[config.mk]
export PLATFORM = sky130hd
export DESIGN_NAME = multicycle_control
export DESIGN_NICKNAME = d
export VERILOG_FILES = /design/src/rtl/multicycle_control.sv
export SDC_FILE = /design/constraint.sdc
export NUM_CORES = 1
export LEC_CHECK = 0
export BUFFER_PORTS_ARGS = -buffer_cell sky130_fd_sc_hd__buf_2
export CAP_MARGIN = 20
export CORE_ASPECT_RATIO = 0.75
export CORE_MARGIN = 3
export CORE_UTILIZATION = 43
export CTS_CLUSTER_SIZE = 12
export DETAILED_ROUTE_END_ITERATION = 8
export PLACE_DENSITY = 0.77
export SYNTH_ARGS = -nofsm -noshare
export SYNTH_HDL_FRONTEND = slang
export SYNTH_SLANG_ARGS = --single-unit
[constraint.sdc]
create_clock -name clk -period 2.05 [get_ports clk]
set_input_delay 0.5125 -clock clk [delete_from_list [all_inputs] [get_ports clk]]
set_output_delay 0.5125 -clock clk [all_outputs]
set_load 0.02 [all_outputs]
[src/rtl/multicycle_control.sv]
// Control FSM for the multicycle RV32I core: sequences fetch/decode/execute/memory/writeback
// over a shared memory port and drives the shared-ALU datapath selects and enables.
module multicycle_control #(
  parameter logic [3:0] RESET_STATE = 4'd0
) (
  input  logic       clk,
  input  logic       rst_n,
  input  logic [6:0] op,
  input  logic [2:0] funct3,
  input  logic       funct7,
  input  logic       Zero,
  input  logic       MemReady,
  output logic       PCWrite,
  output logic       AdrSrc,
  output logic       MemWrite,
  output logic       IRWrite,
  output logic [1:0] ResultSrc,
  output logic [1:0] ALUSrcA,
  output logic [1:0] ALUSrcB,
  output logic [1:0] ImmSrc,
  output logic [2:0] ALUControl,
  output logic       RegWrite,
  output logic       IllegalOp,
  output logic [3:0] StateOut
);

  typedef enum logic [3:0] {
    FETCH    = 4'd0,
    DECODE   = 4'd1,
    MEMADR   = 4'd2,
    MEMREAD  = 4'd3,
    MEMWB    = 4'd4,
    MEMWRITE = 4'd5,
    EXECUTER = 4'd6,
    EXECUTEI = 4'd7,
    ALUWB    = 4'd8,
    JAL      = 4'd9,
    BEQ      = 4'd10
  } state_t;

  localparam logic [6:0] OP_LOAD   = 7'b0000011;
  localparam logic [6:0] OP_STORE  = 7'b0100011;
  localparam logic [6:0] OP_RTYPE  = 7'b0110011;
  localparam logic [6:0] OP_ITYPE  = 7'b0010011;
  localparam logic [6:0] OP_JAL    = 7'b1101111;
  localparam logic [6:0] OP_BRANCH = 7'b1100011;

  typedef struct packed {
    logic       adr_src;
    logic       mem_write;
    logic       reg_write;
    logic [1:0] result_src;
    logic [1:0] alu_src_a;
    logic [1:0] alu_src_b;
    logic [1:0] alu_op;
  } ctrl_t;

  state_t     state;
  state_t     next_state;
  ctrl_t      ctrl;
  logic       supported;

  // Moore control word for a state; registered from next_state so it lines up with state.
  function automatic ctrl_t decode_state(input state_t s);
    ctrl_t c;
    c = '0;
    case (s)
      FETCH:    begin c.alu_src_b = 2'b10; c.result_src = 2'b10; end
      DECODE:   begin c.alu_src_a = 2'b01; c.alu_src_b = 2'b01; end
      MEMADR:   begin c.alu_src_a = 2'b10; c.alu_src_b = 2'b01; end
      MEMREAD:  c.adr_src = 1'b1;
      MEMWB:    begin c.result_src = 2'b01; c.reg_write = 1'b1; end
      MEMWRITE: begin c.adr_src = 1'b1; c.mem_write = 1'b1; end
      EXECUTER: begin c.alu_src_a = 2'b10; c.alu_op = 2'b10; end
      EXECUTEI: begin c.alu_src_a = 2'b10; c.alu_src_b = 2'b01; c.alu_op = 2'b10; end
      ALUWB:    c.reg_write = 1'b1;
      JAL:      begin c.alu_src_a = 2'b01; c.alu_src_b = 2'b10; end
      BEQ:      begin c.alu_src_a = 2'b10; c.alu_op = 2'b01; end
      default:  c = '0;
    endcase
    return c;
  endfunction

  assign supported = (op == OP_LOAD) || (op == OP_STORE) || (op == OP_RTYPE) ||
                     (op == OP_ITYPE) || (op == OP_JAL) || (op == OP_BRANCH);

  always_comb begin
    next_state = FETCH;
    case (state)
      FETCH:    next_state = MemReady ? DECODE : FETCH;
      DECODE: begin
        case (op)
          OP_LOAD, OP_STORE: next_state = MEMADR;
          OP_RTYPE:          next_state = EXECUTER;
          OP_ITYPE:          next_state = EXECUTEI;
          OP_JAL:            next_state = JAL;
          OP_BRANCH:         next_state = BEQ;
          default:           next_state = FETCH;
        endcase
      end
      MEMADR:   next_state = op[5] ? MEMWRITE : MEMREAD;
      MEMREAD:  next_state = MemReady ? MEMWB : MEMREAD;
      MEMWB:    next_state = FETCH;
      MEMWRITE: next_state = MemReady ? FETCH : MEMWRITE;
      EXECUTER: next_state = ALUWB;
      EXECUTEI: next_state = ALUWB;
      ALUWB:    next_state = FETCH;
      JAL:      next_state = ALUWB;
      BEQ:      next_state = FETCH;
      default:  next_state = FETCH;
    endcase
  end

  always_ff @(posedge clk or negedge rst_n) begin
    if (!rst_n) begin
      state <= state_t'(RESET_STATE);
      ctrl  <= decode_state(state_t'(RESET_STATE));
    end else begin
      state <= next_state;
      ctrl  <= decode_state(next_state);
    end
  end

  // Handshake-gated enables stay combinational so they track MemReady/Zero in the same cycle.
  assign PCWrite   = rst_n & (((state == FETCH) & MemReady) | ((state == BEQ) & Zero) | (state == JAL));
  assign IRWrite   = rst_n & (state == FETCH) & MemReady;
  assign IllegalOp = rst_n & (state == DECODE) & ~supported;

  assign AdrSrc    = ctrl.adr_src;
  assign MemWrite  = ctrl.mem_write;
  assign RegWrite  = ctrl.reg_write;
  assign ResultSrc = ctrl.result_src;
  assign ALUSrcA   = ctrl.alu_src_a;
  assign ALUSrcB   = ctrl.alu_src_b;
  assign StateOut  = state;

  always_comb begin
    ImmSrc = 2'b00;
    case (op)
      OP_STORE:  ImmSrc = 2'b01;
      OP_JAL:    ImmSrc = 2'b10;
      OP_BRANCH: ImmSrc = 2'b11;
      default:   ImmSrc = 2'b00;
    endcase
  end

  // funct7 only selects SUB for register-register ops; addi with bit 30 set stays ADD.
  always_comb begin
    ALUControl = 3'b000;
    case (ctrl.alu_op)
      2'b00: ALUControl = 3'b000;
      2'b01: ALUControl = 3'b001;
      2'b10: begin
        case (funct3)
          3'b000:  ALUControl = (op[5] & funct7) ? 3'b001 : 3'b000;
          3'b010:  ALUControl = 3'b101;
          3'b110:  ALUControl = 3'b011;
          3'b111:  ALUControl = 3'b010;
          default: ALUControl = 3'b111;
        endcase
      end
      default: ALUControl = 3'b111;
    endcase
  end

endmodule

==> metrics.txt <==
run status completed; CP max FO 6; synth cell count leaders 13 x dfrtp_1, 8 x buf_4, 7 x nor2_1; Skew-Pair Late Insertion Delay ~0.28 ns; share of post-route cells with drive strength above 1 59.73%; Final Non-Filler Cells 173; max cap viols 0; Buf+Inv Stages, Crit Path 2; die width 60.27 um; Tcrit/Tclk final 99.02%; library cells used by synthesis 47; Die Y 46.70 um; Static Leak a little over 0.0007 uW; die area 2814 um^2; Top Ports 36; Initial Utilization between 40% and 50%; initial antenna violation count 0; HP Class input port to async pin; via count roughly 950; Rel. slew slack a little over two thirds; GRT overflow 0; row count 14; cts bufs inserted 3; RSZ-0062 raised after global routing true; total track usage 20.01%; EDFF count, synth 0; CTS Sinks 15; Yosys top cell by area dfrtp_1; clock root buffer clkbuf_4; worst path required time 1.54 ns; critical setup path kind input port to primary output; GPL Wtd Cong 0.8209; # DRC 0; CP delay by family, top simple AND/OR/NAND/NOR gates; CP max stage cell nor4bb_2; critical path cell sequence buf_2 -> nor2b_2 -> nor2b_4 -> a311oi_2 -> nor4bb_2 -> buf_4; Crit path arrival time approximately 1.5 ns; drt via density 5.462; Max IR drop VDD between 0.3 and 0.4 mV; asr flop ratio synth 100.0%; drt first pass iters 4; Crit path largest cell delay 0.27 ns; leading post-synthesis cells by cell area dfrtp_1 34%, buf_4 6.3%, dfstp_2 5.5%; Crit. End Element primary output; DR WL/cell 14.25 um; Synth top area share 34.26%; register bit total from synthesis 15; Clock Path Buffers 2; fin crit period slightly above 2 ns; Seq/Total Area, Yosys 39.79%; Final Max Tran Viols 0; syn nets 108; Post-Syn Instances 93; Min Hold Slack 0.2175 ns; H-tree levels 1; largest net degree at the start of global routing 14; Clock Skew 0.001708 ns; pwr dens around 540 nW/um^2; synthesis-to-layout area growth 43.74%; Crit path depth 6; R2R depth 6; DR iter-0 viols 37; final hold viol count 0; crit start category input port; setup TNS 0 ns; most common cell in the netlist dfrtp_1; Synth Warn # 0; input/output buffers 35; top_reg_cell synth dfrtp_1; vias in the first global route around 920; first-pass GRT wire length 4050 um; Fmax 492.6 MHz; CTS tree built; hpwl dp 1932 um; synthesized area per cell 10.21 um^2; DP Cell Count 164; ANT cells 0; core area 2049 um^2; Syn Std Cell Area 949.7 um^2; WL final 2465 um; final setup vio count 0; Routed Antenna Nets 0; final net count 165; clock-pin slew on the worst setup and hold paths about 0.080 ns; actual slew at the worst max-slew pin around 0.44 ns
==> per-layer routing <==
metal  up-vias  track usage, %  wire length [um]
li1        445               -                 -
met1       451           23.35              1036
met2        43           35.13              1191
met3         6           5.882               202
met4         0           7.522                34
met5         -               0                 0
==> state kept, by name (all words and copies together), names as in the netlist <==
| name | count |
|---|---|
| ALUSrcA | 2 |
| RegWrite | 1 |
| ALUSrcB | 2 |
| ResultSrc | 2 |
| StateOut | 4 |
| MemWrite | 1 |
| AdrSrc | 1 |
| ctrl | 2 |
==> through the flow <==
step	area [um^2]	setup WS [ns]	util, %	total power (uW)
floorplan	960.9	-0.001309	-	470.3
global placement	1265	-0.03997	61.72	546.9
detailed placement	1265	-0.08731	61.72	553.7
CTS	1338	0.0001633	65.26	728.3
global route	1365	-0.08946	66.61	775.7
finish	1365	0.02008	66.61	730.4
==> placed cells by master (no fill, tap or decap), types with 3 or more instances in the layout <==
master,instances
buf_2,33
nand3_1,3
nor2_1,6
o21ai_0,3
clkbuf_4,3
buf_4,26
a21oi_1,4
dfrtp_1,11
nand2_1,5
==> power by group <==
group | leakage, uW | internal (uW) | switching (uW) | total (uW)
Clock | 0.0000150 | 75.6 | 89.4 | 165
Sequential | 0.000195 | 318 | 9.13 | 327
Combinational | 0.000503 | 117 | 121 | 238
==> final timing paths <==
| path | from | endpoint | slack [ns] |
|---|---|---|---|
| min in group clk | op[6] | ALUSrcA[1] | 0.51 |
| max in group asynchronous | rst_n | ALUSrcB[1] | 1.63 |
| worst max-delay path | MemReady | PCWrite | 0.02 |
| worst max register to register | StateOut[2] | ALUSrcB[1] | 0.07 |
| worst min-delay path | rst_n | RegWrite | 0.22 |
| worst min register to register | StateOut[3] | MemWrite | 0.63 |
==> timing repair <==
| item | CTS | global route |
|---|---|---|
| hold buffers | 0 | 0 |
| pin swaps | 3 | 1 |
| resized for setup | 3 | 6 |
| setup endpoints to repair | 2 | 4 |
| buffers inserted | 4 | 2 |
==> final cells by class <==
cell class / count / area (um^2)
repair buffers: 62 / 402.9
multi-input cells: 65 / 514.2
inverters: 3 / 11.26
flip-flops and latches: 15 / 380.4
well taps: 24 / 30.03
clock buffers: 4 / 26.28
fillers: 155 / 684.4
==> cell families (layout without fill, tap and decap cells) <==
kind of cell           count (synthesis)  count (layout)  share of synthesized area [%]
AO/OA/AOI/OAI                         22              22                          19.50
XOR/XNOR                               1               1                         0.9224
buffers and inverters                 13              69                          9.487
flip-flops                            15              15                          39.79
multiplexers                           1               1                          1.186
AND/OR/NAND/NOR                       41              41                          29.12
No activity file was read; power rests on OpenSTA's default activity.
